===== src/rtl/id_exe_stage_pkg.sv =====
// ---------------------------------------------------------------------------
// id_exe_stage_pkg
// Shared definitions for the decode->execute stage register.
//   - default operand/instruction widths
//   - slot payload width helper: a slot is {valid, inst, r}; the valid bit
//     lives in its own flop, so slot_w() returns the width of {inst, r}
//   - source selector for the main slot's next contents
// ---------------------------------------------------------------------------
package id_exe_stage_pkg;

    localparam int unsigned DW_DEF   = 32;
    localparam int unsigned IW_DEF   = 32;
    localparam int unsigned NREG_DEF = 2;
    localparam int unsigned CNTW_DEF = 16;

    // Payload width of one slot, {inst, r}; the valid bit is held separately.
    function automatic int unsigned slot_w(input int unsigned nreg,
                                           input int unsigned dw,
                                           input int unsigned iw);
        return iw + nreg * dw;
    endfunction

    // Where the main slot takes its next value from on a clock edge.
    typedef enum logic [1:0] {
        M_HOLD      = 2'd0,
        M_FROM_SKID = 2'd1,
        M_FROM_IN   = 2'd2,
        M_CLEAR     = 2'd3
    } m_src_e;

endpackage


===== src/rtl/id_exe_stage_if.sv =====
// ---------------------------------------------------------------------------
// id_exe_stage_if
// Handshake bundle around the ID->EXE stage register.
//   upstream   : in_valid, in_ready, in_r, in_inst
//   downstream : out_valid, out_ready, out_r, out_inst
//   control    : flush
//   status     : stall_cnt
// Modports: slave = the stage itself, master = the environment driving it.
// ---------------------------------------------------------------------------
interface id_exe_stage_if
    import id_exe_stage_pkg::*;
#(
    parameter int unsigned DW   = DW_DEF,
    parameter int unsigned IW   = IW_DEF,
    parameter int unsigned NREG = NREG_DEF,
    parameter int unsigned CNTW = CNTW_DEF
) ();

    logic                 flush;
    logic                 in_valid;
    logic                 in_ready;
    logic [NREG*DW-1:0]   in_r;
    logic [IW-1:0]        in_inst;
    logic                 out_valid;
    logic                 out_ready;
    logic [NREG*DW-1:0]   out_r;
    logic [IW-1:0]        out_inst;
    logic [CNTW-1:0]      stall_cnt;

    modport slave (
        input  flush, in_valid, in_r, in_inst, out_ready,
        output in_ready, out_valid, out_r, out_inst, stall_cnt
    );

    modport master (
        output flush, in_valid, in_r, in_inst, out_ready,
        input  in_ready, out_valid, out_r, out_inst, stall_cnt
    );

endinterface


===== src/rtl/id_exe_stage_slot.sv =====
// ---------------------------------------------------------------------------
// id_exe_stage_slot
// One pipeline slot: a valid flag plus a payload register.
//   clk, rst  : clock, asynchronous active-high reset
//   i_load    : capture i_data and set valid
//   i_clear   : drop valid (wins over i_load); payload keeps its stale value
//   i_data    : payload to capture
//   o_valid   : slot occupied
//   o_data    : stored payload
// ---------------------------------------------------------------------------
module id_exe_stage_slot #(
    parameter int unsigned W = 8
) (
    input  logic         clk,
    input  logic         rst,
    input  logic         i_load,
    input  logic         i_clear,
    input  logic [W-1:0] i_data,
    output logic         o_valid,
    output logic [W-1:0] o_data
);

    logic         r_valid;
    logic [W-1:0] r_data;

    // NOTE: sequential state uses non-blocking (<=) so every flop samples
    // pre-edge values regardless of block evaluation order.
    always_ff @(posedge clk or posedge rst) begin
        if (rst) begin
            r_valid <= 1'b0;
        end else if (i_clear) begin
            r_valid <= 1'b0;
        end else if (i_load) begin
            r_valid <= 1'b1;
        end
    end

    // NOTE: the payload is reset too, because out_r/out_inst must read zero
    // straight after reset; a clear only drops valid and leaves data stale.
    always_ff @(posedge clk or posedge rst) begin
        if (rst) begin
            r_data <= '0;
        end else if (i_load && !i_clear) begin
            r_data <= i_data;
        end
    end

    assign o_valid = r_valid;
    assign o_data  = r_data;

endmodule


===== src/rtl/id_exe_stage.sv =====
// ---------------------------------------------------------------------------
// id_exe_stage
// Decode->execute pipeline register with valid/ready handshake, a two-entry
// skid buffer (main slot M + skid slot S), synchronous flush and a
// saturating stall-cycle counter.
//   clk, rst : clock, asynchronous active-high reset
//   bus      : id_exe_stage_if.slave
//              in_valid/in_ready/in_r/in_inst    upstream (ID)
//              out_valid/out_ready/out_r/out_inst downstream (EXE), from M
//              flush                              kill all held entries
//              stall_cnt                          cycles with out_valid & !out_ready
// in_ready is a flop (= !S.valid), so there is no combinational path from
// out_ready back to in_ready.
// ---------------------------------------------------------------------------
module id_exe_stage
    import id_exe_stage_pkg::*;
#(
    parameter int unsigned DW   = DW_DEF,
    parameter int unsigned IW   = IW_DEF,
    parameter int unsigned NREG = NREG_DEF,
    parameter int unsigned CNTW = CNTW_DEF
) (
    input  logic           clk,
    input  logic           rst,
    id_exe_stage_if.slave  bus
);

    localparam int unsigned SW = slot_w(NREG, DW, IW);

    logic          w_m_valid;
    logic          w_s_valid;
    logic [SW-1:0] w_m_data;
    logic [SW-1:0] w_s_data;
    logic [SW-1:0] w_in_data;
    logic [SW-1:0] w_m_d;
    logic          w_in_xfer;
    logic          w_m_free;
    logic          w_m_load;
    logic          w_m_clear;
    logic          w_s_load;
    logic          w_s_clear;
    logic          w_s_valid_nxt;
    m_src_e        w_m_src;

    logic            r_in_ready;
    logic [CNTW-1:0] r_stall_cnt;

    assign w_in_data = {bus.in_inst, bus.in_r};
    assign w_in_xfer = bus.in_valid & r_in_ready;
    // M can take a new entry this edge: it is empty or its entry is leaving.
    assign w_m_free  = !w_m_valid | bus.out_ready;

    // NOTE: the default assignment first keeps this block free of latches.
    always_comb begin
        w_m_src = M_HOLD;
        if (bus.flush) begin
            w_m_src = M_CLEAR;
        end else if (w_m_free) begin
            // S is older than anything on in_*, so it always goes first.
            if (w_s_valid)      w_m_src = M_FROM_SKID;
            else if (w_in_xfer) w_m_src = M_FROM_IN;
            else                w_m_src = M_CLEAR;
        end
    end

    assign w_m_load  = (w_m_src == M_FROM_SKID) || (w_m_src == M_FROM_IN);
    assign w_m_clear = (w_m_src == M_CLEAR);
    assign w_m_d     = (w_m_src == M_FROM_SKID) ? w_s_data : w_in_data;

    // S only fills while M is held. When S is occupied in_ready is low, so
    // draining S into M can never coincide with an accepted new entry.
    assign w_s_load      = !bus.flush & w_in_xfer & !w_m_free;
    assign w_s_clear     = bus.flush | w_m_free;
    assign w_s_valid_nxt = w_s_load | (w_s_valid & !w_s_clear);

    id_exe_stage_slot #(.W(SW)) u_main (
        .clk     (clk),
        .rst     (rst),
        .i_load  (w_m_load),
        .i_clear (w_m_clear),
        .i_data  (w_m_d),
        .o_valid (w_m_valid),
        .o_data  (w_m_data)
    );

    id_exe_stage_slot #(.W(SW)) u_skid (
        .clk     (clk),
        .rst     (rst),
        .i_load  (w_s_load),
        .i_clear (w_s_clear),
        .i_data  (w_in_data),
        .o_valid (w_s_valid),
        .o_data  (w_s_data)
    );

    // in_ready mirrors the next state of S, registered.
    always_ff @(posedge clk or posedge rst) begin
        if (rst) r_in_ready <= 1'b1;
        else     r_in_ready <= !w_s_valid_nxt;
    end

    // Saturating stall counter; flush does not clear it.
    always_ff @(posedge clk or posedge rst) begin
        if (rst) begin
            r_stall_cnt <= '0;
        end else if (w_m_valid && !bus.out_ready && (r_stall_cnt != '1)) begin
            r_stall_cnt <= r_stall_cnt + 1'b1;
        end
    end

    assign bus.in_ready  = r_in_ready;
    assign bus.out_valid = w_m_valid;
    assign {bus.out_inst, bus.out_r} = w_m_data;
    assign bus.stall_cnt = r_stall_cnt;

endmodule


===== src/flat_wrapper.sv =====
// flat-port wrapper written by rule: the top's interface ports become plain ports
module id_exe_stage_flat import id_exe_stage_pkg::*;
#(
    parameter int unsigned DW   = DW_DEF,
    parameter int unsigned IW   = IW_DEF,
    parameter int unsigned NREG = NREG_DEF,
    parameter int unsigned CNTW = CNTW_DEF
)
  (clk, rst, bus_flush, bus_in_valid, bus_in_r, bus_in_inst, bus_out_ready, bus_in_ready, bus_out_valid, bus_out_r, bus_out_inst, bus_stall_cnt);
  id_exe_stage_if #(.DW(DW), .IW(IW), .NREG(NREG), .CNTW(CNTW)) bus_i ();
  input  logic clk;
  input  logic rst;
  input wire logic [$bits(bus_i.flush)-1:0] bus_flush;
  input wire logic [$bits(bus_i.in_valid)-1:0] bus_in_valid;
  input wire logic [$bits(bus_i.in_r)-1:0] bus_in_r;
  input wire logic [$bits(bus_i.in_inst)-1:0] bus_in_inst;
  input wire logic [$bits(bus_i.out_ready)-1:0] bus_out_ready;
  output wire logic [$bits(bus_i.in_ready)-1:0] bus_in_ready;
  output wire logic [$bits(bus_i.out_valid)-1:0] bus_out_valid;
  output wire logic [$bits(bus_i.out_r)-1:0] bus_out_r;
  output wire logic [$bits(bus_i.out_inst)-1:0] bus_out_inst;
  output wire logic [$bits(bus_i.stall_cnt)-1:0] bus_stall_cnt;
  assign bus_i.flush = bus_flush;
  assign bus_i.in_valid = bus_in_valid;
  assign bus_i.in_r = bus_in_r;
  assign bus_i.in_inst = bus_in_inst;
  assign bus_i.out_ready = bus_out_ready;
  assign bus_in_ready = bus_i.in_ready;
  assign bus_out_valid = bus_i.out_valid;
  assign bus_out_r = bus_i.out_r;
  assign bus_out_inst = bus_i.out_inst;
  assign bus_stall_cnt = bus_i.stall_cnt;
  id_exe_stage #(.DW(DW), .IW(IW), .NREG(NREG), .CNTW(CNTW)) u_core (.clk(clk), .rst(rst), .bus(bus_i));
endmodule

===== config.mk =====
export PLATFORM = sky130hd
export DESIGN_NAME = id_exe_stage_flat
export DESIGN_NICKNAME = d
export VERILOG_FILES = /design/src/rtl/id_exe_stage_pkg.sv /design/src/rtl/id_exe_stage_if.sv /design/src/rtl/id_exe_stage_slot.sv /design/src/rtl/id_exe_stage.sv /design/src/flat_wrapper.sv
export SDC_FILE = /design/constraint.sdc
export NUM_CORES = 1
export LEC_CHECK = 0
export ABC_AREA = 1
export ABC_CLOCK_PERIOD_IN_PS = 9200
export CAP_MARGIN = 10
export CORE_ASPECT_RATIO = 0.7
export CORE_MARGIN = 2
export CORE_UTILIZATION = 42
export DETAILED_ROUTE_END_ITERATION = 12
export GPL_TIMING_DRIVEN = 0
export PLACE_DENSITY = 0.66
export SYNTH_ARGS = -nofsm -noshare
export SYNTH_HDL_FRONTEND = slang
export SYNTH_SLANG_ARGS = --single-unit

===== constraint.sdc =====
create_clock -name clk -period 9.2 [get_ports clk]
set_clock_uncertainty 0.2 [all_clocks]
set_input_delay 1.38 -clock clk [delete_from_list [all_inputs] [get_ports clk]]
set_output_delay 1.38 -clock clk [all_outputs]
set_load 0.005 [all_outputs]

# Yosys cells after proc, flatten, opt, wreduce, memory -nomap -nowiden
# Index checks and enable logic that the tools add are counted.
# word_totals
reg_bits,211
inputBits,101
output_inout_bits,114
# classes
addsub,1
n_eq_ne,4
n_mux,9
bitwise_logic,7
reduce_logical,14
# ops
operator,count
$mux 96,1
$add 16x1->16 const B,1
$ne 16x16->1 const B,1
$logic_not 1->1,7
$mux 2,3
$mux 1,5
$and 1x1->1,4
$eq 2x2->1 const B,2
$logic_and 1x1->1,4
$reduce_bool 2->1,2
$or 1x1->1,3
$eq 2x1->1 const B,1
$logic_or 1x1->1,1

# Logic depth before layout (Yosys ltp)
# Gate-level depths: netlist (run 1).
# depth
ltp_word,9
mapped_depth,10

# By module
# A second synthesis (run 1) with hierarchy kept.
# hier_totals
hier_cells,1112
hier_area_um2,10027.1
# by_module_without_submodules
mod,n_inst,cells_each,area_each_um2
id_exe_stage_slot,2,421,3853.7
id_exe_stage,1,270,2319.7

# Least setup slack after synthesis (run 1)
# No wires, ideal clock.
# synth_path
path_type,input port to flip-flop
from,in bus_out_ready
to,"reg u_core.u_main.r_data[0], in the netlist u_core.u_main.o_data[0]"
setup_time_ps,135
arrival_time_ps,2773
required_ps,8865
setup_slack_ps,6093
cell_stages,8
n_path_buf,2
cell_sequence,nor2_4 > inv_2 > nor2_1 > a21oi_1 > ha_1 > clkbuf_1 > clkbuf_1 > a31oi_1
# synth_between
elab_chain_len,6
# synth_rtl
item,line_no,text
from (decl),flat_wrapper.sv:17,input wire logic [$bits(bus_i.out_ready)-1:0] bus_out_ready;
$or 1x1->1 *,id_exe_stage.sv:51,assign w_m_free = !w_m_valid | bus.out_ready;
$mux 2 *,id_exe_stage.sv:58,end else if (w_m_free) begin
$mux 2 *,id_exe_stage.sv:56,if (bus.flush) begin
"$eq 2x1->1, or another cell as far along","id_exe_stage.sv:66, id_exe_stage.sv:68",
$logic_or 1x1->1 or $logic_not 1->1 (tied branches),"id_exe_stage.sv:66, id_exe_stage_slot.sv:43",
$logic_and 1x1->1,id_exe_stage_slot.sv:43,end else if (i_load && !i_clear) begin
to (signal assigned),id_exe_stage_slot.sv:44,r_data <= i_data;
to (decl),id_exe_stage_slot.sv:24,logic [W-1:0] r_data;
# Every way passes the cells marked *; elsewhere a longest branch is shown, timed or not.
# A chain may end at the register's enable or synchronous reset.

# Worst setup path in the final report (run 1)
# layout_path
from,in bus_out_ready
to,"reg u_core.u_main.r_data[86], in the netlist u_core.u_main.o_data[86]"
# The elaborated chain is that of the path after synthesis.

==> results of run 1 <==
==> registers in the layout, indices dropped and copies added (netlist names) <==
register and flops:
u_core.bus.stall_cnt 16, u_core.u_main.o_data 96, u_core.u_skid.o_data 96, u_core.u_main.o_valid 1, u_core.bus.in_ready 1, u_core.u_skid.o_valid 1
==> logic make-up after synthesis <==
kind of cell,after synthesis
buffers and inverters,79
and+or+nand+nor,690
DFF,211
xor gates and xnor gates,8
AOI/OAI and AO/OA,101
adders and majority gates,2
==> cell usage in the layout (no fill, tap or decap) <==
master / netlist / layout
nand2_4: 3 / 3
nand3b_1: 1 / 1
xor2_1: 4 / 4
ha_1: 2 / 2
nor3_2: 1 / 1
xnor2_1: 4 / 4
o21ai_0: 2 / 2
dfstp_2: 1 / 1
clkdlybuf4s50_1: 0 / 214
clkbuf_8: 0 / 5
nor2_1: 112 / 112
nand4_1: 5 / 5
buf_16: 0 / 1
nand3_1: 5 / 5
clkbuf_1: 26 / 28
nand2_2: 3 / 3
buf_4: 8 / 8
clkbuf_16: 0 / 21
inv_1: 12 / 11
nand3_2: 1 / 1
a21oi_1: 2 / 2
nor2_2: 2 / 2
clkinv_2: 0 / 7
a31oi_1: 96 / 96
buf_6: 4 / 4
nor2_4: 2 / 2
bufinv_16: 0 / 2
inv_2: 4 / 4
dfrtp_1: 210 / 210
buf_2: 25 / 25
nand2_1: 555 / 555
inv_8: 0 / 1
o21ai_2: 1 / 1
==> report_power, final <==
group	switching [mW]	total (mW)	internal, mW	leakage, nW
logic	0.388	0.866	0.477	2.96
clock network	0.357	0.871	0.515	0.353
registers	0.193	1.41	1.22	2.51
==> worst paths after layout <==
path,from,endpoint,slack (ns),depth (start not counted)
max in group asynchronous,rst,u_core.u_skid.o_data[33],6.58,3
min in group asynchronous,rst,u_core.u_skid.o_data[76],1.26,2
worst min register to register,u_core.u_skid.o_valid,u_core.bus.in_ready,0.24,1
worst max register to register,u_core.u_main.o_valid,u_core.u_main.o_data[86],6.45,9
worst max-delay path,bus_out_ready,u_core.u_main.o_data[86],5.47,9
worst min-delay path,u_core.u_skid.o_valid,u_core.bus.in_ready,0.24,1
==> metal layers <==
layer  GRT usage  vias up
met5           0        -
li1            -     3946
met1       0.351     3783
met4      0.0469        0
met3      0.0411       30
met2       0.319      282
==> final cells by class <==
class / count / area, sq um / area share
sequential: 211 / 5280 / 0.430
multi-input combinational: 801 / 3400 / 0.277
timing repair buffer: 215 / 2170 / 0.177
clock buffer: 28 / 602 / 0.0490
tap: 276 / 345 / 0.0281
buffer: 63 / 328 / 0.0267
clock inverter: 9 / 95.1 / 0.00774
inverter: 16 / 67.6 / 0.00550
==> synth_stat cells, types with 4 or more instances <==
cell | n | share of area
inv_1 | 12 | 0.0050
dfrtp_1 | 210 | 0.58
buf_2 | 25 | 0.014
xor2_1 | 4 | 0.0039
a31oi_1 | 96 | 0.066
buf_4 | 8 | 0.0066
clkbuf_1 | 26 | 0.011
nand4_1 | 5 | 0.0034
xnor2_1 | 4 | 0.0039
nand2_1 | 555 | 0.23
inv_2 | 4 | 0.0017
nand3_1 | 5 | 0.0028
buf_6 | 4 | 0.0050
nor2_1 | 112 | 0.046
==> worst reg2reg max path, stage by stage (launching register included) <==
cell,delay (ns)
dfrtp_1,0.37
inv_1,0.07
nor2_4,0.17
inv_2,0.09
nor2_1,0.17
a21oi_1,0.07
ha_1,0.31
clkbuf_1,0.52
clkbuf_1,0.48
a31oi_1,0.16
==> summary.md, run 1 <==
| Metric | Value |
|---|---|
| Layout filler cell count | 1846 |
| Ys async rst share | 1.00 |
| I/O pin cnt | 215 |
| Crit path time final | 3.73 ns |
| Setup_tns | 0 ns |
| Cell area power density | 256 nW/um^2 |
| Layout area overhead | 35.5% |
| WP buf/inv | 4 |
| Final setup margin | 5.47 ns |
| Crit-path cells | clkdlybuf4s50_1 -> nor2_4 -> inv_2 -> nor2_1 -> a21oi_1 -> ha_1 -> clkbuf_1 -> clkbuf_1 -> a31oi_1 |
| Die area | 22800 sq um |
| Vias per Instance | 4.97 |
| Register area share after synthesis | 0.582 |
| Worst skew pair latency | 0.49 ns |
| Library cells used by synthesis | 26 |
| TritonCTS Buffers | 21 |
| Gate Count Post-Synth | 1091 |
| Postcts setup bufs | 0 |
| Worst slack, placed | 4.92 ns |
| N_diodes | 0 |
| Crit share post-route | 0.405 |
| Final WL | 25.6 mm |
| Pin count of the biggest net entering global routing | 118 |
| Total chip power | 3.15 mW |
| Clock Path Buffers | 3 |
| Most used cell, CP | clkbuf_1 |
| Slowest CP cell | clkbuf_1 |
| Via Count | 8041 |
| Total GRT Usage | 0.223 |
| Fin. max-slew vios | 0 |
| Hold buffer count at CTS | 0 |
| Inst Count DP | 1582 |
| # DRC | 0 |
| Data required time of the worst path | 9.35 ns |
| Die width | 180 microns |
| Uppermost layer routed | met4 |
| Wl on met1 | 13.0 mm |
| Synthesized Nets | 1194 |
| CTS tree | yes |
| Final HPWL DP | 17.7 mm |
| XOR/XNOR Fraction of Synth Area | 0.00773 |
| Yosys reg bits | 211 |
| Crit. End Element | register |
| Routed WL per cell | 15.8 microns |
| CTS clock-pin slew for the worst setup and hold paths | 0.06 ns |
| CP Max Fanout | 10 |
| Fmax | 268 MHz |
| Post-route ant nets | 0 |
| Mux cell area share after synthesis | 0 |
| Core area | 21000 sq um |
| Relative slew slack | 0.443 |
| Vias in the first global route | 7666 |
| Initial core utilization | 0.432 |
| GRT overflow | 0 |
| Num rows | 44 |
| Post-synthesis average cell area | 8.31 sq um |
| Setup violations, final | 0 |
| # resized after CTS | 0 |
| Top Family by Delay on Critical Path | buffers and inverters |
| EDFF count, synth | 0 |
| Min Hold Slack | 0.243 ns |
| Status | finished, final reports clean |
| Overall die height | 127 microns |
| Adder-cell share of the synthesized area | 0.00276 |
| Lkg Pwr | 5.82 nW |
| RSZ-0062 raised after global routing | no |
| Clock root buffer | clkbuf_16 |
| Netlist Area Pre-Place | 9070 sq um |
| First-pass GRT wire length | 41.1 mm |
| Hold Crit Class | register to register |
| CP Launch Type | primary input |
| Final non-filler cell total | 1619 |
| Max incr delay on CP | 0.52 ns |
| Post-DP Area | 11600 sq um |
| Final Cell Area | 12300 sq um |
| Max-Cap Viols | 0 |
| Initial antenna violation count | 0 |
| Layout Nets | 1432 |
| Critical path class | primary input to register |
| CTS H-tree lvls | 1 |
| Slew @ Worst Pin | 0.835 ns |
| Initial drt markers | 652 |
| Simple-Gate Fraction of Synth Area | 0.295 |
| Largest family of logic cells by synthesized area | simple AND/OR/NAND/NOR gates |
| Met2 wire len | 10.6 mm |
| Synth Area in Compound Gates | 0.0694 |
| Worst path arrival time | 3.88 ns |
| Worst VDD drop | 0.128 mV |
| Final Wtd Congestion | 0.813 |
| Synth warnings | 0 |
| Final Core Density | 0.586 |
| Synth Flop Type | dfrtp_1 |
| Router iterations before antenna repair | 5 |
| IO Port Bufs | 214 |
| Sink Count | 211 |
| Routed wl met3 | 1.62 mm |
| Hold Fails Final Rpt | 0 |
| Layout cells sized above 1 | 0.0685 |
Power figures use the tool's default switching activity.
==> run 2, diff against run 1 <==
ABC_CLOCK_PERIOD_IN_PS = 3700   (was 9200)
clock period = 3.7 ns   (was 9.2 ns; I/O delays follow)
==> run 2 against run 1 <==
  * Sequential power increased by 150%
  * Non-clock buffer count increased by 5
  * Critical path depth unchanged
  * Critical path type unchanged
==> summary.md, run 2 (same netlist as run 1, synthesis figures left out) <==
| Metric | Value |
|---|---|
| Status | finished, final reports clean (unchanged) |
| RSZ-0062 raised after global routing | no (unchanged) |
| Pin count of the biggest net entering global routing | 42 (was 118) |
| Vias per Instance | 4.91 (was 4.97) |
| Layout cells sized above 1 | 0.0719 (was 0.0685) |
| Layout filler cell count | 1900 (was 1846) |
| Core area | 21000 sq um (unchanged) |
| Slowest CP cell | clkbuf_1 (unchanged) |
| Layout area overhead | 37.1% (was 35.5%) |
| Routed WL per cell | 15.8 microns (about the same) |
| Die area | 22800 sq um (unchanged) |
| Wl on met1 | 12.8 mm (was 13.0 mm) |
| First-pass GRT wire length | 41.8 mm (was 41.1 mm) |
| Routed wl met3 | 1.89 mm (was 1.62 mm) |
| Total chip power | 7.95 mW (was 3.15 mW) |
| Hold Fails Final Rpt | 0 (unchanged) |
| Initial antenna violation count | 2 (was 0) |
| TritonCTS Buffers | 22 (was 21) |
| Clock Path Buffers | 3 (unchanged) |
| Relative slew slack | 0.477 (was 0.443) |
| Via Count | 7994 (was 8041) |
| CTS clock-pin slew for the worst setup and hold paths | 0.06 ns (about the same) |
| Initial core utilization | 0.432 (unchanged) |
| Final HPWL DP | 18.5 mm (was 17.7 mm) |
| Postcts setup bufs | 0 (unchanged) |
| Lkg Pwr | 5.88 nW (was 5.82 nW) |
| Layout Nets | 1438 (was 1432) |
| Fmax | 335 MHz |
| Overall die height | 127 microns (unchanged) |
| CTS H-tree lvls | 1 (unchanged) |
| Slew @ Worst Pin | 0.785 ns (was 0.835 ns) |
| Hold buffer count at CTS | 0 (unchanged) |
| Initial drt markers | 519 (was 652) |
| # resized after CTS | 0 (unchanged) |
| Num rows | 44 (unchanged) |
| Worst skew pair latency | 0.50 ns (was 0.49 ns) |
| Die width | 180 microns (unchanged) |
| GRT overflow | 0 (unchanged) |
| Worst path arrival time | 3.14 ns (was 3.88 ns) |
| Final Cell Area | 12400 sq um (was 12300 sq um) |
| # DRC | 0 (unchanged) |
| Setup violations, final | 0 (unchanged) |
| Post-route ant nets | 0 (unchanged) |
| Crit share post-route | 0.807 |
| CP Max Fanout | 10 (unchanged) |
| Setup_tns | 0 ns (unchanged) |
| Commonest non-fill, non-tap cell in the layout | nand2_1 (unchanged) |
| Post-DP Area | 11700 sq um (was 11600 sq um) |
| Vias in the first global route | 7604 (was 7666) |
| Final Wtd Congestion | 0.795 (was 0.813) |
| Crit. End Element | register (unchanged) |
| Hold Crit Class | register to register (unchanged) |
| Sink Count | 211 (unchanged) |
| Max incr delay on CP | 0.60 ns (was 0.52 ns) |
| Max-Cap Viols | 0 (unchanged) |
| IO Port Bufs | 214 (unchanged) |
| Crit path time final | 2.99 ns |
| Critical path class | primary input to register (unchanged) |
| Crit-path cells | clkdlybuf4s50_1 -> nor2_4 -> inv_2 -> nor2_1 -> a21oi_1 -> ha_1 -> clkbuf_1 -> clkbuf_1 -> a31oi_1 (unchanged) |
| Most used cell, CP | clkbuf_1 (unchanged) |
| Fin. max-slew vios | 0 (unchanged) |
| Min Hold Slack | 0.243 ns (about the same) |
| I/O pin cnt | 215 (unchanged) |
| Router iterations before antenna repair | 4 (was 5) |
| Cell area power density | 640 nW/um^2 (was 256 nW/um^2) |
| Data required time of the worst path | 3.85 ns (was 9.35 ns) |
| CTS tree | yes (unchanged) |
| Uppermost layer routed | met5 (was met4) |
| CP Launch Type | primary input (unchanged) |
| Met2 wire len | 10.7 mm (was 10.6 mm) |
| Worst VDD drop | 0.308 mV (was 0.128 mV) |
| Clock root buffer | clkbuf_16 (unchanged) |
| Total GRT Usage | 0.228 (was 0.223) |
| Final WL | 25.8 mm (was 25.6 mm) |
| Most frequent cells in the layout | nand2_1, clkdlybuf4s50_1, dfrtp_1, nor2_1, a31oi_1 (unchanged) |
[run 2: area by class of cell]
type	instances	area [sq um]	share of cell area
plain buffers	63	328	0.0264
flip-flops and latches	211	5280	0.425
clock inverters	6	80.1	0.00644
repair buffers	220	2260	0.182
diodes	1	2.50	0.000201
inverters	16	63.8	0.00513
well taps	276	345	0.0278
clock buffers	33	673	0.0541
multi-input cells	801	3400	0.273
[run 2: stage by stage]
stage,util,instances,setup WS (ns)
6_report,0.593,1627,0.713
5_1_grt,0.593,1626,0.513
4_1_cts,0.593,1626,0.716
3_5_place_dp,0.557,1587,0.206
3_3_place_gp,0.551,1581,-1.50
2_1_floorplan,-,1091,0.204
[run 2: power breakdown]
group | internal (mW) | leakage (nW) | switching, mW
sequential | 3.03 | 2.51 | 0.477
clock | 1.39 | 0.375 | 0.893
combinational | 1.20 | 3.00 | 0.970
[run 2: final timing paths]
check,cells after the start,endpoint,slack (ns),from
max in group asynchronous,5,u_core.u_main.o_data[12],1.94,rst
max reg2reg,9,u_core.u_main.o_data[53],0.86,u_core.u_main.o_valid
min,1,u_core.bus.in_ready,0.24,u_core.u_skid.o_valid
min in group asynchronous,2,u_core.u_main.o_data[52],0.33,rst
max,9,u_core.u_main.o_data[53],0.71,bus_out_ready
min reg2reg,1,u_core.bus.in_ready,0.24,u_core.u_skid.o_valid
[run 2: per-layer routing]
| metal | vias to the layer above | global-route usage |
|---|---|---|
| met5 | - | 0 |
| met4 | 2 | 0.0363 |
| met3 | 28 | 0.0477 |
| met2 | 262 | 0.328 |
| met1 | 3755 | 0.359 |
| li1 | 3947 | - |
[run 2: critical path, delay by kind of cell]
kind            cells  cell delay, ns
fa+ha+maj           1            0.30
simple gates        2            0.40
compound gates      2            0.24
buf+inv             4            1.64
==> run 3, diff against run 2 <==
ABC_CLOCK_PERIOD_IN_PS = 2470   (was 3700)
PLACE_DENSITY = 0.69   (was 0.66)
clock period = 2.47 ns   (was 3.7 ns; I/O delays follow)
==> run 3 against run 2 <==
  * Cell count shrank 0.12%
  * Design area grew 0.18%
  * First-iteration DRC count grew 39%
  * Clock power grew 50%
  * Non-clock buffer count shrank 1
  * Clock-buffer cell count is the same
  * Setup slack lost 0.52 ns
  * Largest cell class unchanged
  * Largest power group unchanged
==> summary.md, run 3 (same netlist as run 1, synthesis figures left out) <==
| Metric | Value |
|---|---|
| Status | finished, final reports clean (unchanged) |
| Setup_tns | 0 ns (unchanged) |
| Post-route ant nets | 0 (unchanged) |
| IO Port Bufs | 214 (unchanged) |
| Hold Fails Final Rpt | 0 (unchanged) |
| I/O pin cnt | 215 (unchanged) |
| Critical path class | register to register (was primary input to register) |
| Postcts setup bufs | 0 (unchanged) |
| Layout Nets | 1437 (was 1438) |
| Worst slack, placed | -0.778 ns (was 0.206 ns) |
| Flop-to-flop setup slack | 0.19 ns (was 0.86 ns) |
| Internal power | 8.44 mW (was 5.61 mW) |
| Layout area overhead | 37.4% (was 37.1%) |
| Setup violations, final | 0 (unchanged) |
| Data required time of the worst path | 2.67 ns (was 3.85 ns) |
| Hold buffer count at CTS | 0 (unchanged) |
| Most frequent cells in the layout | nand2_1, clkdlybuf4s50_1, dfrtp_1, nor2_1, a31oi_1 (unchanged) |
| Reg2reg end | u_core.u_main.o_data[94] (was u_core.u_main.o_data[53]) |
| Final WL | 25.3 mm (was 25.8 mm) |
| Core area | 21000 sq um (unchanged) |
| Routed WL per cell | 15.6 microns (was 15.8 microns) |
| Router iterations before antenna repair | 5 (was 4) |
| Initial core utilization | 0.432 (unchanged) |
| CTS H-tree lvls | 1 (unchanged) |
| TritonCTS Buffers | 22 (unchanged) |
| Crit path time final | 2.28 ns |
| CTS tree | yes (unchanged) |
| Clock Path Buffers | 3 (unchanged) |
| First-pass GRT wire length | 40.7 mm (was 41.8 mm) |
| Reg2reg start | u_core.u_main.o_valid (unchanged) |
| R2R cell count | 10 (was 9) |
| Inst Count DP | 1586 (was 1587) |
| Cell area power density | 958 nW/um^2 (was 640 nW/um^2) |
| Switching Fraction | 0.293 (was 0.294) |
| Final Wtd Congestion | 0.841 (was 0.795) |
| CP Max Fanout | 10 (unchanged) |
| Initial antenna violation count | 0 (was 2) |
| Final HPWL DP | 18.3 mm (was 18.5 mm) |
| CTS clock-pin slew for the worst setup and hold paths | 0.06 ns (about the same) |
| Fin. max-slew vios | 0 (unchanged) |
| Num rows | 44 (unchanged) |
| Clock root buffer | clkbuf_16 (unchanged) |
| GRT overflow | 0 (unchanged) |
| Max-Cap Viols | 0 (unchanged) |
| Lkg Pwr | 5.94 nW (was 5.88 nW) |
| N_diodes | 0 (was 1) |
| Combinational share of power | 0.273 (was 0.272) |
| Layout cells sized above 1 | 0.0860 (was 0.0719) |
| Hold Crit Class | primary input to async pin (was register to register) |
| Via Count | 8123 (was 7994) |
| Commonest non-fill, non-tap cell in the layout | nand2_1 (unchanged) |
| Relative slew slack | 0.472 (was 0.477) |
| Vias per Instance | 5.00 (was 4.91) |
| Total chip power | 11.9 mW (was 7.95 mW) |
| Total GRT Usage | 0.222 (was 0.228) |
| Die width | 180 microns (unchanged) |
| Pin count of the biggest net entering global routing | 40 (was 42) |
| Initial drt markers | 720 (was 519) |
| Register share of total power | 0.441 (was 0.440) |
| Crit share post-route | 0.923 |
| Vias in the first global route | 7606 (was 7604) |
| # DRC | 0 (unchanged) |
| Final setup margin | 0.189 ns (was 0.713 ns) |
| Die area | 22800 sq um (unchanged) |
| Worst VDD drop | 0.396 mV (was 0.308 mV) |
| RSZ-0062 raised after global routing | no (unchanged) |
| Worst path arrival time | 2.48 ns (was 3.14 ns) |
| Fmax | 438 MHz |
| Final non-filler cell total | 1625 (was 1627) |
| Overall die height | 127 microns (unchanged) |
| Crit. End Element | register (unchanged) |
| Clk network pwr share | 0.286 (was 0.287) |
| Worst skew pair latency | 0.49 ns (was 0.50 ns) |
| Sink Count | 211 (unchanged) |
| NetSw | 3.50 mW (was 2.34 mW) |
| Slew @ Worst Pin | 0.790 ns (was 0.785 ns) |
| CP Launch Type | register (was primary input) |
==> run 3: through the flow <==
stage          hold WS [ns]  cell area (sq um)  utilization
3_3_place_gp          0.223              11600        0.551
3_5_place_dp          0.237              11700        0.556
4_1_cts               0.174              12400        0.592
6_report              0.171              12500        0.594
5_1_grt               0.208              12500        0.594
2_1_floorplan         0.202               9070            -
==> run 3: worst max-delay path, cell delays in order, from the launching register on <==
cell and delay, ns:
dfrtp_1 0.36, inv_1 0.07, nor2_4 0.17, inv_2 0.09, nor2_1 0.19, a21oi_1 0.07, ha_1 0.32, buf_4 0.22
clkbuf_4 0.25, nor2_1 0.08, a31oi_1 0.17
==> run 3: power by group through the flow <==
stage / Combinational (mW) / Clock (mW) / Sequential, mW
final: 3.26 / 3.41 / 5.27
after global routing: 3.64 / 3.62 / 5.40
after CTS: 3.27 / 3.48 / 5.26
after detailed placement: 3.26 / 0 / 5.29
after global placement: 3.17 / 0 / 5.29
after floorplan: 1.41 / 0 / 5.18
==> run 3: worst max path at each step <==
stage                               start                  endpoint  slack, ns  cells after the start
finish              u_core.u_main.o_valid  u_core.u_main.o_data[94]       0.19                     10
global route        u_core.u_main.o_valid  u_core.u_main.o_data[94]      0.005                     10
CTS                 u_core.u_main.o_valid  u_core.u_main.o_data[57]      -0.09                     10
detailed placement          bus_out_ready  u_core.u_main.o_data[89]      -0.78                      9
global placement                      rst  u_core.u_main.o_data[88]      -2.53                      2
floorplan                             rst   u_core.bus.stall_cnt[0]      -0.84                      1
==> run 3: layout make-up <==
cell class | instances | area, sq um
flip-flops and latches | 211 | 5280
clock inverters | 6 | 80.1
multi-input cells | 801 | 3400
clock buffers | 33 | 673
well taps | 276 | 345
inverters | 16 | 63.8
plain buffers | 63 | 373
repair buffers | 219 | 2240
fillers | 1858 | 8520
==> run 3: what timing repair did <==
| action | in CTS | in global routing |
|---|---|---|
| resized for setup | 8 | 44 |
| endpoints found under the setup margin | 84 | 96 |
| pin swaps | 0 | 0 |
==> run 3: routing by layer <==
metal  track usage  wire length, microns  share of wire  up-vias
li1              -                     -              -     3965
met1         0.354                 12800           0.50     3814
met2         0.315                 10400           0.41      317
met3        0.0425                  1880          0.074       27
met4        0.0363                   267          0.011        0
met5             0                     0              0        -
